[src/rtl/instr_queue_if.sv]
// Handshake bundle between instruction fetch and decode for instr_queue.
// Fetch pushes instructions on the in_* side and decode pops them on the
// out_* side. The master modport is the environment driving the queue.
// The slave modport is the queue itself.
interface instr_queue_if #(
  parameter int DEPTH = 4,
  parameter int XLEN  = 32
);
  localparam int CW = $clog2(DEPTH) + 1;

  logic            flush;
  logic            in_valid;
  logic            in_ready;
  logic [XLEN-1:0] in_instr;
  logic [XLEN-1:0] in_pc;
  logic            out_valid;
  logic            out_ready;
  logic [XLEN-1:0] out_instr;
  logic [XLEN-1:0] out_pc;
  logic [CW-1:0]   count;
  logic            full;
  logic            empty;

  modport master (
    output flush, in_valid, in_instr, in_pc, out_ready,
    input  in_ready, out_valid, out_instr, out_pc, count, full, empty
  );

  modport slave (
    input  flush, in_valid, in_instr, in_pc, out_ready,
    output in_ready, out_valid, out_instr, out_pc, count, full, empty
  );
endinterface

[src/rtl/instr_queue.sv]
// instr_queue: first-word-fall-through instruction queue between fetch and
// decode. It has DEPTH entries, where DEPTH is a power of two and at least 2.
// Each entry holds an XLEN-bit instruction word and its PC.
//
// Flush discards every entry and wins over enqueue and dequeue in the same
// cycle. Reset discards every entry in the same way, but asynchronously.
// While the head is not valid, decode sees a NOP (0x00000013) at PC 0.
//
// Optional feature macro: IQ_BYPASS_EN.
// When it is defined, an instruction arriving at an empty queue is shown to
// decode in the same cycle. If decode also takes it, the instruction is never
// written. In the default build (macro undefined), nothing on the input side
// reaches the outputs combinationally, so the minimum latency is one cycle.
module instr_queue #(
  parameter int DEPTH = 4,
  parameter int XLEN  = 32
) (
  input  logic             clk,
  input  logic             rst,
  instr_queue_if.slave     q_io
);

  localparam int AW = $clog2(DEPTH);
  localparam int CW = AW + 1;
  localparam logic [XLEN-1:0] NOP_INSTR = XLEN'(32'h0000_0013);

  // Storage is deliberately left without reset: it is only read through head
  // while count is non-zero, and by then every read slot has been written.
  logic [XLEN-1:0] instrMem_q [DEPTH];
  logic [XLEN-1:0] pcMem_q    [DEPTH];

  logic [AW-1:0] head_q, head_d;
  logic [AW-1:0] tail_q, tail_d;
  logic [CW-1:0] count_q, count_d;

  logic isFull;
  logic isEmpty;
  logic inReady;
  logic outValid;
  logic bypassHit;
  logic handThrough;
  logic doEnq;
  logic doDeq;
  logic [XLEN-1:0] outInstr;
  logic [XLEN-1:0] outPc;

  // Occupancy flags and handshake qualifiers; reset and flush both close the ports
  always_comb begin
    isFull      = (count_q == CW'(DEPTH));
    isEmpty     = (count_q == '0);
`ifdef IQ_BYPASS_EN
    bypassHit   = isEmpty && q_io.in_valid && !q_io.flush && !rst;
`else
    bypassHit   = 1'b0;
`endif
    handThrough = bypassHit && q_io.out_ready;
    inReady     = !isFull && !q_io.flush && !rst;
    outValid    = (!isEmpty || bypassHit) && !q_io.flush && !rst;
    doEnq       = q_io.in_valid && inReady && !handThrough;
    doDeq       = outValid && q_io.out_ready && !isEmpty;
  end

  // Pointer and occupancy next-state; flush clears everything and suppresses both handshakes
  always_comb begin
    head_d  = head_q;
    tail_d  = tail_q;
    count_d = count_q;
    if (q_io.flush) begin
      head_d  = '0;
      tail_d  = '0;
      count_d = '0;
    end else begin
      if (doEnq) begin
        tail_d = tail_q + AW'(1);
      end
      if (doDeq) begin
        head_d = head_q + AW'(1);
      end
      case ({doEnq, doDeq})
        2'b10:   count_d = count_q + CW'(1);
        2'b01:   count_d = count_q - CW'(1);
        default: count_d = count_q;
      endcase
    end
  end

  // Head, tail and count registers, cleared immediately when reset rises
  always_ff @(posedge clk or posedge rst) begin
    if (rst) begin
      head_q  <= '0;
      tail_q  <= '0;
      count_q <= '0;
    end else begin
      head_q  <= head_d;
      tail_q  <= tail_d;
      count_q <= count_d;
    end
  end

  // Write the accepted instruction into the tail slot
  always_ff @(posedge clk) begin
    if (doEnq) begin
      instrMem_q[tail_q] <= q_io.in_instr;
      pcMem_q[tail_q]    <= q_io.in_pc;
    end
  end

  // Decode-facing data: head entry (or the incoming word when bypassing), else a NOP at PC 0
  always_comb begin
    outInstr = NOP_INSTR;
    outPc    = '0;
    if (outValid) begin
`ifdef IQ_BYPASS_EN
      if (isEmpty) begin
        outInstr = q_io.in_instr;
        outPc    = q_io.in_pc;
      end else begin
        outInstr = instrMem_q[head_q];
        outPc    = pcMem_q[head_q];
      end
`else
      outInstr = instrMem_q[head_q];
      outPc    = pcMem_q[head_q];
`endif
    end
  end

  assign q_io.in_ready  = inReady;
  assign q_io.out_valid = outValid;
  assign q_io.out_instr = outInstr;
  assign q_io.out_pc    = outPc;
  assign q_io.count     = count_q;
  assign q_io.full      = isFull;
  assign q_io.empty     = isEmpty;

endmodule

[src/flat_wrapper.sv]
// flat-port wrapper written by rule: the top's interface ports become plain ports
module instr_queue_flat 
#(
  parameter int DEPTH = 4,
  parameter int XLEN  = 32
)
  (clk, rst, q_io_flush, q_io_in_valid, q_io_in_instr, q_io_in_pc, q_io_out_ready, q_io_in_ready, q_io_out_valid, q_io_out_instr, q_io_out_pc, q_io_count, q_io_full, q_io_empty);
  instr_queue_if #(.DEPTH(DEPTH), .XLEN(XLEN)) q_io_i ();
  input  logic clk;
  input  logic rst;
  input wire logic [$bits(q_io_i.flush)-1:0] q_io_flush;
  input wire logic [$bits(q_io_i.in_valid)-1:0] q_io_in_valid;
  input wire logic [$bits(q_io_i.in_instr)-1:0] q_io_in_instr;
  input wire logic [$bits(q_io_i.in_pc)-1:0] q_io_in_pc;
  input wire logic [$bits(q_io_i.out_ready)-1:0] q_io_out_ready;
  output wire logic [$bits(q_io_i.in_ready)-1:0] q_io_in_ready;
  output wire logic [$bits(q_io_i.out_valid)-1:0] q_io_out_valid;
  output wire logic [$bits(q_io_i.out_instr)-1:0] q_io_out_instr;
  output wire logic [$bits(q_io_i.out_pc)-1:0] q_io_out_pc;
  output wire logic [$bits(q_io_i.count)-1:0] q_io_count;
  output wire logic [$bits(q_io_i.full)-1:0] q_io_full;
  output wire logic [$bits(q_io_i.empty)-1:0] q_io_empty;
  assign q_io_i.flush = q_io_flush;
  assign q_io_i.in_valid = q_io_in_valid;
  assign q_io_i.in_instr = q_io_in_instr;
  assign q_io_i.in_pc = q_io_in_pc;
  assign q_io_i.out_ready = q_io_out_ready;
  assign q_io_in_ready = q_io_i.in_ready;
  assign q_io_out_valid = q_io_i.out_valid;
  assign q_io_out_instr = q_io_i.out_instr;
  assign q_io_out_pc = q_io_i.out_pc;
  assign q_io_count = q_io_i.count;
  assign q_io_full = q_io_i.full;
  assign q_io_empty = q_io_i.empty;
  instr_queue #(.DEPTH(DEPTH), .XLEN(XLEN)) u_core (.clk(clk), .rst(rst), .q_io(q_io_i));
endmodule
[config.mk]
export PLATFORM = sky130hd
export DESIGN_NAME = instr_queue_flat
export DESIGN_NICKNAME = d
export VERILOG_FILES = /design/src/rtl/instr_queue_if.sv /design/src/rtl/instr_queue.sv /design/src/flat_wrapper.sv
export SDC_FILE = /design/constraint.sdc
export NUM_CORES = 1
export LEC_CHECK = 0
export CAP_MARGIN = 5
export CORE_UTILIZATION = 59
export CTS_CLUSTER_DIAMETER = 100
export DETAILED_ROUTE_END_ITERATION = 10
export GPL_ROUTABILITY_DRIVEN = 0
export HOLD_SLACK_MARGIN = 0.12
export PLACE_DENSITY = 0.85
export SKIP_CTS_REPAIR_TIMING = 1
export SYNTH_ARGS = -nofsm -noshare
export SYNTH_HDL_FRONTEND = slang
export SYNTH_SLANG_ARGS = --single-unit
[constraint.sdc]
create_clock -name clk -period 4.3 [get_ports clk]
set_clock_uncertainty 0.1 [all_clocks]
set_input_delay 0.43 -clock clk [delete_from_list [all_inputs] [get_ports clk]]
set_output_delay 0.43 -clock clk [all_outputs]
set_load 0.02 [all_outputs]
Yosys cells after proc, flatten, opt, wreduce, memory -nomap -nowiden

Memory sizes are Yosys's and may differ from the RTL's.
Cells that the tools add are included.

Flip-flop bits (word level): 7
Memory bits (writable): 256
Bits of input ports: 69
Logic and storage cells: 37
Memories: 2

$add $sub $neg: 4
Eq/ne operators: 3
Mux-type cells: 10
Reduce and logical (&&, ||, !) cells: 15

Memories:

| memory            | depth | width | read ports | clocked after memory_dff | wr ports | RTL line          | source |
|---|---|---|---|---|---|---|---|
| u_core.instrMem_q | 4     | 32    | 1          | 0                        | 1        | instr_queue.sv:29 | `logic [XLEN-1:0] instrMem_q [DEPTH];` |
| u_core.pcMem_q    | 4     | 32    | 1          | 0                        | 1        | instr_queue.sv:30 | `logic [XLEN-1:0] pcMem_q [DEPTH];` |

Operator list:

| kind                                                 | count |
|---|---|
| two-way mux 32 bit                                   | 2 |
| two-way mux 2 bit                                    | 4 |
| logical AND 1 bit                                    | 7 |
| case mux 3 bit (2 select lines)                      | 1 |
| adder 2 x 1 -> 2 bit (second input constant)         | 2 |
| logical NOT 1 bit                                    | 4 |
| nonzero test 2 bit                                   | 2 |
| adder 3 x 1 -> 3 bit (second input constant)         | 1 |
| equality test 3 bit (second input constant)          | 1 |
| logical NOT 3 bit                                    | 1 |
| two-way mux 3 bit                                    | 1 |
| nonzero test 3 bit                                   | 1 |
| subtractor 3 x 1 -> 3 bit (second input constant)    | 1 |
| equality test 2 x 1 -> 1 bit (second input constant) | 1 |
| equality test 2 bit (second input constant)          | 1 |
| two-way mux 1 bit                                    | 2 |

Logic depth before layout (Yosys ltp)

Gate-level depths: netlist of the first run.

Word-level depth: 9
Depth in mapped cells: 10
Gate-level depth less buffers: 8

Least setup slack after synthesis of the first run

No wires, ideal clock.

Path type: flip-flop to flip-flop
Start: register u_core.count_q[2], in the netlist u_core.q_io.count[2]
End: memory u_core.instrMem_q[0][0] (enable)
Library setup time: 0.394 ns
Data arrival time: 1.913 ns
Required time: 3.806 ns
Path slack: 1.894 ns
Stages on the path, launching flop included: 5
Period minus slack after synthesis: 2.406 ns
Path through: dfrtp_1 nor3b_4 and3b_1 buf_6 and2_2

Longest elaborated chain between the ends: 7

RTL lines:

| item                                    | RTL line           | source |
|---|---|---|
| start: declaration                      | instr_queue.sv:34  | `logic [CW-1:0] count_q, count_d;` |
| start signal: assignment                | instr_queue.sv:96  | `count_q <= count_d;` |
| equality test 3 bit                     | instr_queue.sv:49  | `isFull = (count_q == CW'(DEPTH));` |
| via q_io_full                           | flat_wrapper.sv:21 | `output wire logic [$bits(q_io_i.full)-1:0] q_io_full;` |
| logical NOT 1 bit                       | instr_queue.sv:57  | `inReady = !isFull && !q_io.flush && !rst;` |
| logical AND 1 bit (2 in a row)          | instr_queue.sv:57  |  |
| logical AND 1 bit                       | instr_queue.sv:59  | `doEnq = q_io.in_valid && inReady && !handThrough;` |
| two-way mux 1 bit                       | instr_queue.sv:102 | `if (doEnq) begin` |
| two-way mux 1 bit (implied by the code) | instr_queue.sv:103 | `instrMem_q[tail_q] <= q_io.in_instr;` |
| end: declaration                        | instr_queue.sv:29  |  |

The timed path passes the listed nets, and every way through them passes these cells.

Worst setup path in the final report of the first run

Start: register u_core.count_q[1], in the netlist u_core.q_io.count[1]
End: output q_io_out_instr[1]

Longest elaborated chain between the ends: 5

RTL lines:

| item                           | RTL line           | source |
|---|---|---|
| logical NOT 3 bit              | instr_queue.sv:50  | `isEmpty = (count_q == '0);` |
| logical NOT 1 bit              | instr_queue.sv:58  | `outValid = (!isEmpty \|\| bypassHit) && !q_io.flush && !rst;` |
| logical AND 1 bit (2 in a row) | instr_queue.sv:58  |  |
| two-way mux 32 bit             | instr_queue.sv:112 | `if (outValid) begin` |
| end: declaration               | flat_wrapper.sv:18 | `output wire logic [$bits(q_io_i.out_instr)-1:0] q_io_out_instr;` |

Every way passes these cells.

==> results.json, run 1 <==
{
  "cts_sinks": 263,
  "synth_cells": 466,
  "worstSetupStartpointType": "flip-flop",
  "maxCapViolCount": 0,
  "syn-mean-instance-area_um2": 21.9,
  "drt_first_iter_violations": 321,
  "status": "finished, final reports clean",
  "design.core.area_um2": 16800,
  "fin_setup_tns_ps": 0,
  "drc": 0,
  "yosys.area.top_type": "edfxtp_1",
  "regToRegEndpoint": "u_core.q_io.count[2]",
  "numCtsBuffers": 25,
  "drt-total-wl_um": 20000,
  "yosys-top-cells-area": "edfxtp_1 (75%), mux4_2 (14%), and3_1 (3.8%), dfrtp_1 (1.7%), clkbuf_1 (0.62%)",
  "critPathMaxStageDelay_ps": 1000,
  "dieArea_um2": 17800,
  "rrSetupSlack_ps": 1240,
  "syn_to_final_growth_pct": 24.0,
  "slowest_stage": "or3_2",
  "clk_pin_slew_ps": 60,
  "grt_max_degree": 66,
  "cts_tree": "built",
  "hold_path.class": "in -> async",
  "dp_hpwl_um": 11300,
  "synth_top_area_share_pct": 75.3,
  "dr_total_vias": 5117,
  "num-fill-cells": 933,
  "synthesis.area_um2": 10200,
  "hold_viol": 0,
  "fp.dieW_um": 134,
  "worstPathArrival_ps": 3110,
  "wire_per_inst_um": 23.5,
  "p_leak_uw": 0.00422,
  "synth_nets": 540,
  "final_util_pct": 75.5,
  "slew_headroom_pct": 21.4,
  "power_frac_comb_pct": 9.6,
  "drtPass1Iterations": 4,
  "peakVddDrop_uv": 377,
  "rows": 47,
  "crit_fanout": 65,
  "htreeDepth": 1,
  "via_per_inst": 6.01,
  "grt_pass1_vias": 5449,
  "regToRegStartpoint": "u_core.q_io.count[1]",
  "setup_viol": 0,
  "netSwitchingPower_uw": 1180,
  "grt_overflow_total": 0,
  "start_util_pct": 60.9,
  "min_period_ps": 3640,
  "antenna_found_initial": 2,
  "fp.dieH_um": 134,
  "pwr-share-seq_pct": 52.6,
  "p_int_uw": 4280,
  "path_class": "reg -> out",
  "rsz0062_at_grt": "no",
  "powerDensity_nw_per_um2": 431,
  "grt_pass1_wl_um": 30600,
  "io-pin-count": 140,
  "synth_cell_type_count": 35,
  "clk_latency_ps": 510,
  "p_sw_share_pct": 21.6,
  "fin_crit_sh_pct": 84.7,
  "p_clk_share_pct": 37.8,
  "final_common_cell": "edfxtp_1",
  "ff2ff_path_depth": 7,
  "slew_viol_final": 0,
  "synth_seq_cells": 263,
  "port_buffers": 139,
  "root_buffer": "clkbuf_16",
  "mostFrequentLayoutCells": "edfxtp_1 (256), clkdlybuf4s50_1 (139), mux4_2 (64)",
  "antenna_left": 0,
  "cp_top_family": "simple AND/OR/NAND/NOR gates",
  "cp.buffers_inverters": 1,
  "synth-seq-area-share_pct": 77.0,
  "ys_warn_count": 0,
  "worst_ep_required_time_ps": 3770,
  "tightest_slew_ps": 1180,
  "fmax_mhz": 275,
  "endpoint_kind": "output pin",
  "grtUsageTotal_pct": 22.9,
  "cts_buffer_depth": 3,
  "nets": 686,
  "drive_gt1_share_pct": 19.0,
  "path_cells": "or3_2 > nand2_1 > or2_1 > clkdlybuf4s50_1"
}
==> cells in the mapped netlist (all sizes together) <==
library cell	count
and3	62
nor4b	1
o21a	1
nor2b	1
nand2b	1
nand4	1
edfxtp	256
nand2	1
and3b	1
nor2	7
clkbuf	17
or3	1
nor3b	1
mux2i	3
nand3	1
ha	4
o22ai	1
and2	4
dfrtp	7
mux2	1
xnor2	1
or2	3
fa	1
xor2	3
buf	13
inv	5
mux4	64
nor3	1
o21ai	1
a21oi	2
==> how the worst max path moves through the flow <==
stage	from	end	slack [ps]	cells after the start
final	u_core.q_io.count[1]	q_io_out_instr[1]	660	4
after detailed placement	q_io_flush	u_core.instrMem_q[3][8]	890	6
after global routing	u_core.q_io.count[0]	q_io_out_instr[1]	500	4
after floorplan	u_core.q_io.count[2]	u_core.instrMem_q[0][0]	1890	4
after global placement	q_io_flush	u_core.instrMem_q[3][11]	1000	6
after CTS	u_core.q_io.count[0]	q_io_out_instr[1]	610	4
==> area by class of cell <==
| cell class | count | area (µm²) | share of cell area (%) |
|---|---|---|---|
| Antenna cell | 2 | 5.00 | 0.0395 |
| Clock buffer | 30 | 644 | 5.09 |
| Clock inverter | 15 | 124 | 0.978 |
| Inverter | 5 | 18.8 | 0.148 |
| Multi-Input combinational cell | 168 | 2180 | 17.3 |
| Sequential cell | 263 | 7870 | 62.1 |
| Tap cell | 220 | 275 | 2.17 |
| Timing Repair Buffer | 149 | 1540 | 12.2 |
==> per-stage QoR <==
stage | total power [µW] | hold slack (ps) | cells | setup WS [ps] | cell area, µm²
after floorplan | 3190 | 133 | 466 | 1890 | 10200
final | 5460 | 243 | 852 | 659 | 12700
after global routing | 5610 | 260 | 852 | 495 | 12700
after detailed placement | 3450 | 440 | 805 | 893 | 11900
after CTS | 5500 | 222 | 850 | 609 | 12700
after global placement | 3430 | 426 | 805 | 1000 | 11900
==> per-layer routing <==
| layer | global-route usage, % | vias up | part of all wire (%) |
|---|---|---|---|
| li1 | - | 2224 | - |
| met1 | 30.5 | 2657 | 40 |
| met2 | 39.1 | 192 | 52 |
| met3 | 2.93 | 44 | 4.9 |
| met4 | 8.46 | 0 | 2.7 |
| met5 | 0 | - | 0 |
==> registers in the layout (all words and copies together) (netlist names) <==
| signal | cells |
|---|---|
| u_core.instrMem_q | 128 |
| u_core.head_q | 2 |
| u_core.q_io.count | 3 |
| u_core.pcMem_q | 128 |
| u_core.tail_q | 2 |
==> logic make-up (layout without fill, tap and decap cells) <==
| logic type | Yosys count | in the layout | synth area share (%) |
|---|---|---|---|
| DFF | 263 | 263 | 77.0 |
| and+or+nand+nor | 86 | 86 | 5.39 |
| muxes | 68 | 68 | 14.6 |
| buffers and inverters | 35 | 199 | 1.68 |
| adders and majority gates | 5 | 5 | 0.686 |
| AOI/OAI and AO/OA | 5 | 5 | 0.282 |
| xor gates and xnor gates | 4 | 4 | 0.417 |
| other | 0 | 2 | 0 |
==> power groups by stage <==
stage | combinational, µW | clock (µW) | sequential, µW
after floorplan | 269 | 0 | 2930
after global placement | 508 | 0 | 2920
after detailed placement | 523 | 0 | 2930
after CTS | 528 | 2100 | 2870
after global routing | 552 | 2180 | 2870
final | 522 | 2060 | 2870
Note: power is estimated with default switching activity, not from simulation.
==> run 2, diff against run 1 <==
--- a/config.mk
+++ b/config.mk
@@ -6,12 +6,12 @@
 export NUM_CORES = 1
 export LEC_CHECK = 0
 export CAP_MARGIN = 5
-export CORE_UTILIZATION = 59
+export CORE_UTILIZATION = 55
 export CTS_CLUSTER_DIAMETER = 100
 export DETAILED_ROUTE_END_ITERATION = 10
 export GPL_ROUTABILITY_DRIVEN = 0
 export HOLD_SLACK_MARGIN = 0.12
-export PLACE_DENSITY = 0.85
+export PLACE_DENSITY = 0.8
 export SKIP_CTS_REPAIR_TIMING = 1
 export SYNTH_ARGS = -nofsm -noshare
 export SYNTH_HDL_FRONTEND = slang
==> constraint.sdc (replaced) <==
create_clock -name clk -period 3.4 [get_ports clk]
set_clock_uncertainty 0.1 [all_clocks]
set_input_delay 0.34 -clock clk [delete_from_list [all_inputs] [get_ports clk]]
set_output_delay 0.34 -clock clk [all_outputs]
set_load 0.02 [all_outputs]
==> run 2 against run 1 <==
The run now ends with DRC left. Via count fell by 0.41%. Register-to-register slack got worse by 590 ps. Hold slack got worse by 84 ps. Routed wire length fell by 3.4%. Critical path depth did not move. Sequential cell count did not move. First-iteration DRC count rose by 13%. Combinational power rose by 25%. Utilization fell by 4.3 points. Global-route usage fell by 1.9 points. Sequential power rose by 27%. Largest power group unchanged. Highest routed layer unchanged.
==> results.json, run 2 (synthesis results as in run 1) <==
{
  "status": "complete, but fails checks",
  "violations": "DRC",
  "grt_pass1_vias": 5447,
  "peakVddDrop_uv": 424,
  "fin_hold_ws_ps": 159,
  "slew_headroom_pct": 58.8,
  "crit_fanout": 15,
  "cp.buffers_inverters": 2,
  "final_util_pct": 71.3,
  "n_antenna_cell": 0,
  "clk_latency_ps": 510,
  "grt_pass1_wl_um": 30500,
  "hold_viol": 0,
  "slowest_stage": "dfrtp_4",
  "rows": 49,
  "final_common_cell": "edfxtp_1",
  "drive_gt1_share_pct": 21.1,
  "design.core.area_um2": 18100,
  "drt-total-wl_um": 19400,
  "drtPass1Iterations": 8,
  "worstSetupStartpointType": "flip-flop",
  "clk_pin_slew_ps": 60,
  "setup_viol": 0,
  "hold_path.class": "in -> async",
  "maxCapViolCount": 0,
  "path_class": "reg -> out",
  "dieArea_um2": 19100,
  "io-pin-count": 140,
  "grtUsageTotal_pct": 21.0,
  "htreeDepth": 1,
  "worst_ep_required_time_ps": 2960,
  "dr_total_vias": 5096,
  "fin_crit_sh_pct": 95.2,
  "powerDensity_nw_per_um2": 564,
  "p_leak_uw": 0.00432,
  "cts_tree": "built",
  "fmax_mhz": 309,
  "port_buffers": 139,
  "drt_first_iter_violations": 363,
  "grt_max_degree": 66,
  "mostFrequentLayoutCells": "edfxtp_1 (256), clkdlybuf4s50_1 (139), mux4_2 (64)",
  "antenna_left": 0,
  "wire_per_inst_um": 22.3,
  "fin_setup_tns_ps": 0,
  "fp.dieW_um": 138,
  "numCtsBuffers": 26,
  "path_cells": "buf_4 > mux4_2 > and3_1 > clkdlybuf4s50_1",
  "endpoint_kind": "output pin",
  "tightest_slew_ps": 618,
  "cts_sinks": 263,
  "cp_top_family": "buffers and inverters",
  "min_period_ps": 3240,
  "via_per_inst": 5.86,
  "root_buffer": "clkbuf_16",
  "slew_viol_final": 0,
  "drc": 14,
  "critPathMaxStageDelay_ps": 620,
  "rsz0062_at_grt": "no",
  "fp.dieH_um": 138,
  "dp_hpwl_um": 11600,
  "nets": 694,
  "start_util_pct": 56.5,
  "worstPathArrival_ps": 2800,
  "grt_overflow_total": 0,
  "cts_buffer_depth": 3,
  "syn_to_final_growth_pct": 26.2,
  "antenna_found_initial": 0
}
run 2: stage by stage:
step	power [µW]	setup slack [ps]	instance area, µm²	instances
floorplan	4040	994	10200	466
global placement	4340	609	12000	821
detailed placement	4360	522	12000	821
CTS	7320	115	12900	869
global route	7480	14.5	12900	869
finish	7260	163	12900	869
run 2: power by group:
group / internal [µW] / switching (µW)
registers: 3610 / 29.4
logic: 314 / 341
clock network: 1830 / 1150
total: 5750 / 1520
run 2: worst reg2reg max path, cell delays in order, from the launching register on:
cell and delay, ps:
dfrtp_1 480, or3_2 480, buf_4 330, nand3_2 240, nor2_1 80, fa_1 440
nor2_1 160, a21oi_1 80, o21ai_0 160, o22ai_1 90
run 2: worst paths after layout:
check / startpoint / endpoint / slack, ps / cells after the start
max in group asynchronous: rst / u_core.head_q[1] / 2790 / 2
worst min-delay path: rst / u_core.head_q[0] / 160 / 2
worst max register to register: u_core.q_io.count[0] / u_core.q_io.count[2] / 650 / 9
min in group clk: q_io_in_pc[26] / u_core.pcMem_q[3][26] / 360 / 1
worst max-delay path: u_core.head_q[0] / q_io_out_instr[27] / 160 / 4
worst min register to register: u_core.q_io.count[2] / u_core.q_io.count[2] / 450 / 1
run 2: metal layers:
metal / GRT usage, % / up-vias / part of all wire (%)
li1: - / 2252 / -
met1: 27.5 / 2635 / 40
met2: 36.2 / 169 / 53
met3: 3.39 / 40 / 5.2
met4: 7.16 / 0 / 2.5
met5: 0 / - / 0
run 2: layout make-up:
type,instances,area (µm²)
multi-input combinational,168,2180
clock inverter,19,228
sequential,263,7870
fill,1075,5200
timing repair buffer,156,1620
tap,229,287
clock buffer,29,683
inverter,5,18.8
==> run 3, diff against run 2 <==
--- a/config.mk
+++ b/config.mk
@@ -5,9 +5,11 @@
 export SDC_FILE = /design/constraint.sdc
 export NUM_CORES = 1
 export LEC_CHECK = 0
+export ABC_CLOCK_PERIOD_IN_PS = 3400
 export CAP_MARGIN = 5
 export CORE_UTILIZATION = 55
 export CTS_CLUSTER_DIAMETER = 100
+export CTS_CLUSTER_SIZE = 28
 export DETAILED_ROUTE_END_ITERATION = 10
 export GPL_ROUTABILITY_DRIVEN = 0
 export HOLD_SLACK_MARGIN = 0.12
==> run 3 against run 2 <==
The flow still finishes with violations (DRC). Global-route usage shrank 0.54 points. Clock power decreased by 41%. Sequential power about the same. Maximum frequency grew 0.58%. Combinational power about the same. Non-clock buffer count unchanged. Utilization is 2.9 points lower. Routed wire length fell by 2.9%. Power down 17%. First-iteration DRC count decreased by 15%. Hold slack better by 16 ps.
==> results.json, run 3 (synthesis results as in run 1) <==
{
  "fin_setup_tns_ps": 0,
  "grt_pass1_vias": 5281,
  "peakVddDrop_uv": 363,
  "worstSetupStartpointType": "flip-flop",
  "p_int_uw": 4720,
  "dp.cells": 821,
  "fp.dieH_um": 138,
  "cts_buffer_depth": 3,
  "start_util_pct": 56.5,
  "crit_fanout": 15,
  "slew_headroom_pct": 58.4,
  "hold_path.class": "in -> async",
  "worstPathArrival_ps": 2780,
  "powerDensity_nw_per_um2": 486,
  "status": "complete, but fails checks",
  "drc": 14,
  "nets": 681,
  "hold_viol": 0,
  "clk_latency_ps": 470,
  "min_period_ps": 3220,
  "grt_pass1_wl_um": 29700,
  "htreeDepth": 1,
  "n_antenna_cell": 0,
  "maxCapViolCount": 0,
  "setup_viol": 0,
  "num-fill-cells": 1118,
  "io-pin-count": 140,
  "syn_to_final_growth_pct": 21.2,
  "drt_first_iter_violations": 310,
  "final_common_cell": "edfxtp_1",
  "final_cells": 841,
  "grt_max_degree": 66,
  "design.core.area_um2": 18100,
  "via_per_inst": 5.83,
  "final-seq-area_um2": 7870,
  "endpoint_kind": "output pin",
  "drtPass1Iterations": 8,
  "drt-total-wl_um": 18800,
  "worst_ep_required_time_ps": 2960,
  "cts_sinks": 263,
  "port_buffers": 139,
  "fmax_mhz": 311,
  "dp_hpwl_um": 11600,
  "drive_gt1_share_pct": 17.8,
  "rsz0062_at_grt": "no",
  "numCtsBuffers": 13,
  "p_clk_share_pct": 28.9,
  "path_class": "reg -> out",
  "p_sw_share_pct": 21.6,
  "grtUsageTotal_pct": 20.4,
  "grt_overflow_total": 0,
  "tightest_slew_ps": 624,
  "fp.dieW_um": 138,
  "slowest_stage": "dfrtp_4",
  "dieArea_um2": 19100,
  "dr_total_vias": 4901,
  "rows": 49,
  "antenna_found_initial": 0,
  "pwr-share-seq_pct": 60.3,
  "power_frac_comb_pct": 10.8,
  "cts_tree": "built",
  "path_cells": "buf_4 > mux4_2 > and3_1 > clkdlybuf4s50_1",
  "slew_viol_final": 0,
  "fin_crit_sh_pct": 94.6,
  "critPathMaxStageDelay_ps": 630,
  "wire_per_inst_um": 22.4,
  "multi_input_area_um2": 2180,
  "antenna_left": 0,
  "root_buffer": "clkbuf_16",
  "violations": "DRC",
  "clk_pin_slew_ps": 100,
  "mostFrequentLayoutCells": "edfxtp_1 (256), clkdlybuf4s50_1 (139), mux4_2 (64)",
  "netSwitchingPower_uw": 1300,
  "p_leak_uw": 0.00408
}
==> run 3: cell types whose count changed in the layout (fill, tap and decap cells not counted) <==
| cell | delta |
|---|---|
| inv_6 | +1 |
| clkinv_2 | -5 |
| clkbuf_1 | +2 |
| bufinv_16 | -4 |
| clkbuf_16 | -14 |
| clkinv_1 | -4 |
| clkinvlp_4 | -5 |
| clkinv_8 | +1 |
==> run 3: power groups by stage <==
| stage | logic [µW] | clock network, µW | registers [µW] |
|---|---|---|---|
| floorplan | 341 | 0 | 3700 |
| global placement | 638 | 0 | 3700 |
| detailed placement | 655 | 0 | 3710 |
| CTS | 658 | 1780 | 3630 |
| global route | 694 | 1890 | 3640 |
| finish | 652 | 1740 | 3630 |
==> run 3: area by class of cell <==
cell class                      instances  area share [%]
Clock buffer                           17            2.75
Clock inverter                          3           0.445
Inverter                                5           0.152
Multi-Input combinational cell        168            17.7
Sequential cell                       263            63.6
Tap cell                              229            2.32
Timing Repair Buffer                  156            13.1
==> run 3: path summary, 6_finish.rpt <==
kind	cells after the start	startpoint	slack, ps	to
min in group clk	1	q_io_in_pc[23]	390	u_core.pcMem_q[3][23]
worst min register to register	1	u_core.q_io.count[2]	460	u_core.q_io.count[2]
worst max register to register	9	u_core.q_io.count[1]	640	u_core.q_io.count[2]
worst min-delay path	2	rst	180	u_core.head_q[0]
max in group asynchronous	2	rst	2780	u_core.head_q[1]
worst max-delay path	4	u_core.head_q[0]	180	q_io_out_instr[27]
==> run 3: critical path: cells and delay by family, from the launching register on <==
family / cells / cell delay (ps)
buffers and inverters: 2 / 890
flip-flops: 1 / 630
multiplexers: 1 / 550
AND/OR/NAND/NOR: 1 / 210
==> run 3: per-stage QoR <==
| step | area, µm² | utilization [%] | total power (µW) | hold WS (ps) | setup WS (ps) |
|---|---|---|---|---|---|
| 2_1_floorplan | 10200 | - | 4040 | 43.4 | 994 |
| 3_3_place_gp | 12000 | 66.2 | 4340 | 424 | 609 |
| 3_5_place_dp | 12000 | 66.2 | 4360 | 441 | 522 |
| 4_1_cts | 12400 | 68.4 | 6070 | 171 | 134 |
| 5_1_grt | 12400 | 68.4 | 6220 | 205 | 53.5 |
| 6_report | 12400 | 68.4 | 6020 | 175 | 182 |
==> run 3: metal layers <==
metal	part of all wire, %	GRT usage (%)
met4	1.6	5.20
met1	40	26.8
met3	4.7	2.91
met5	0	0
met2	54	36.4
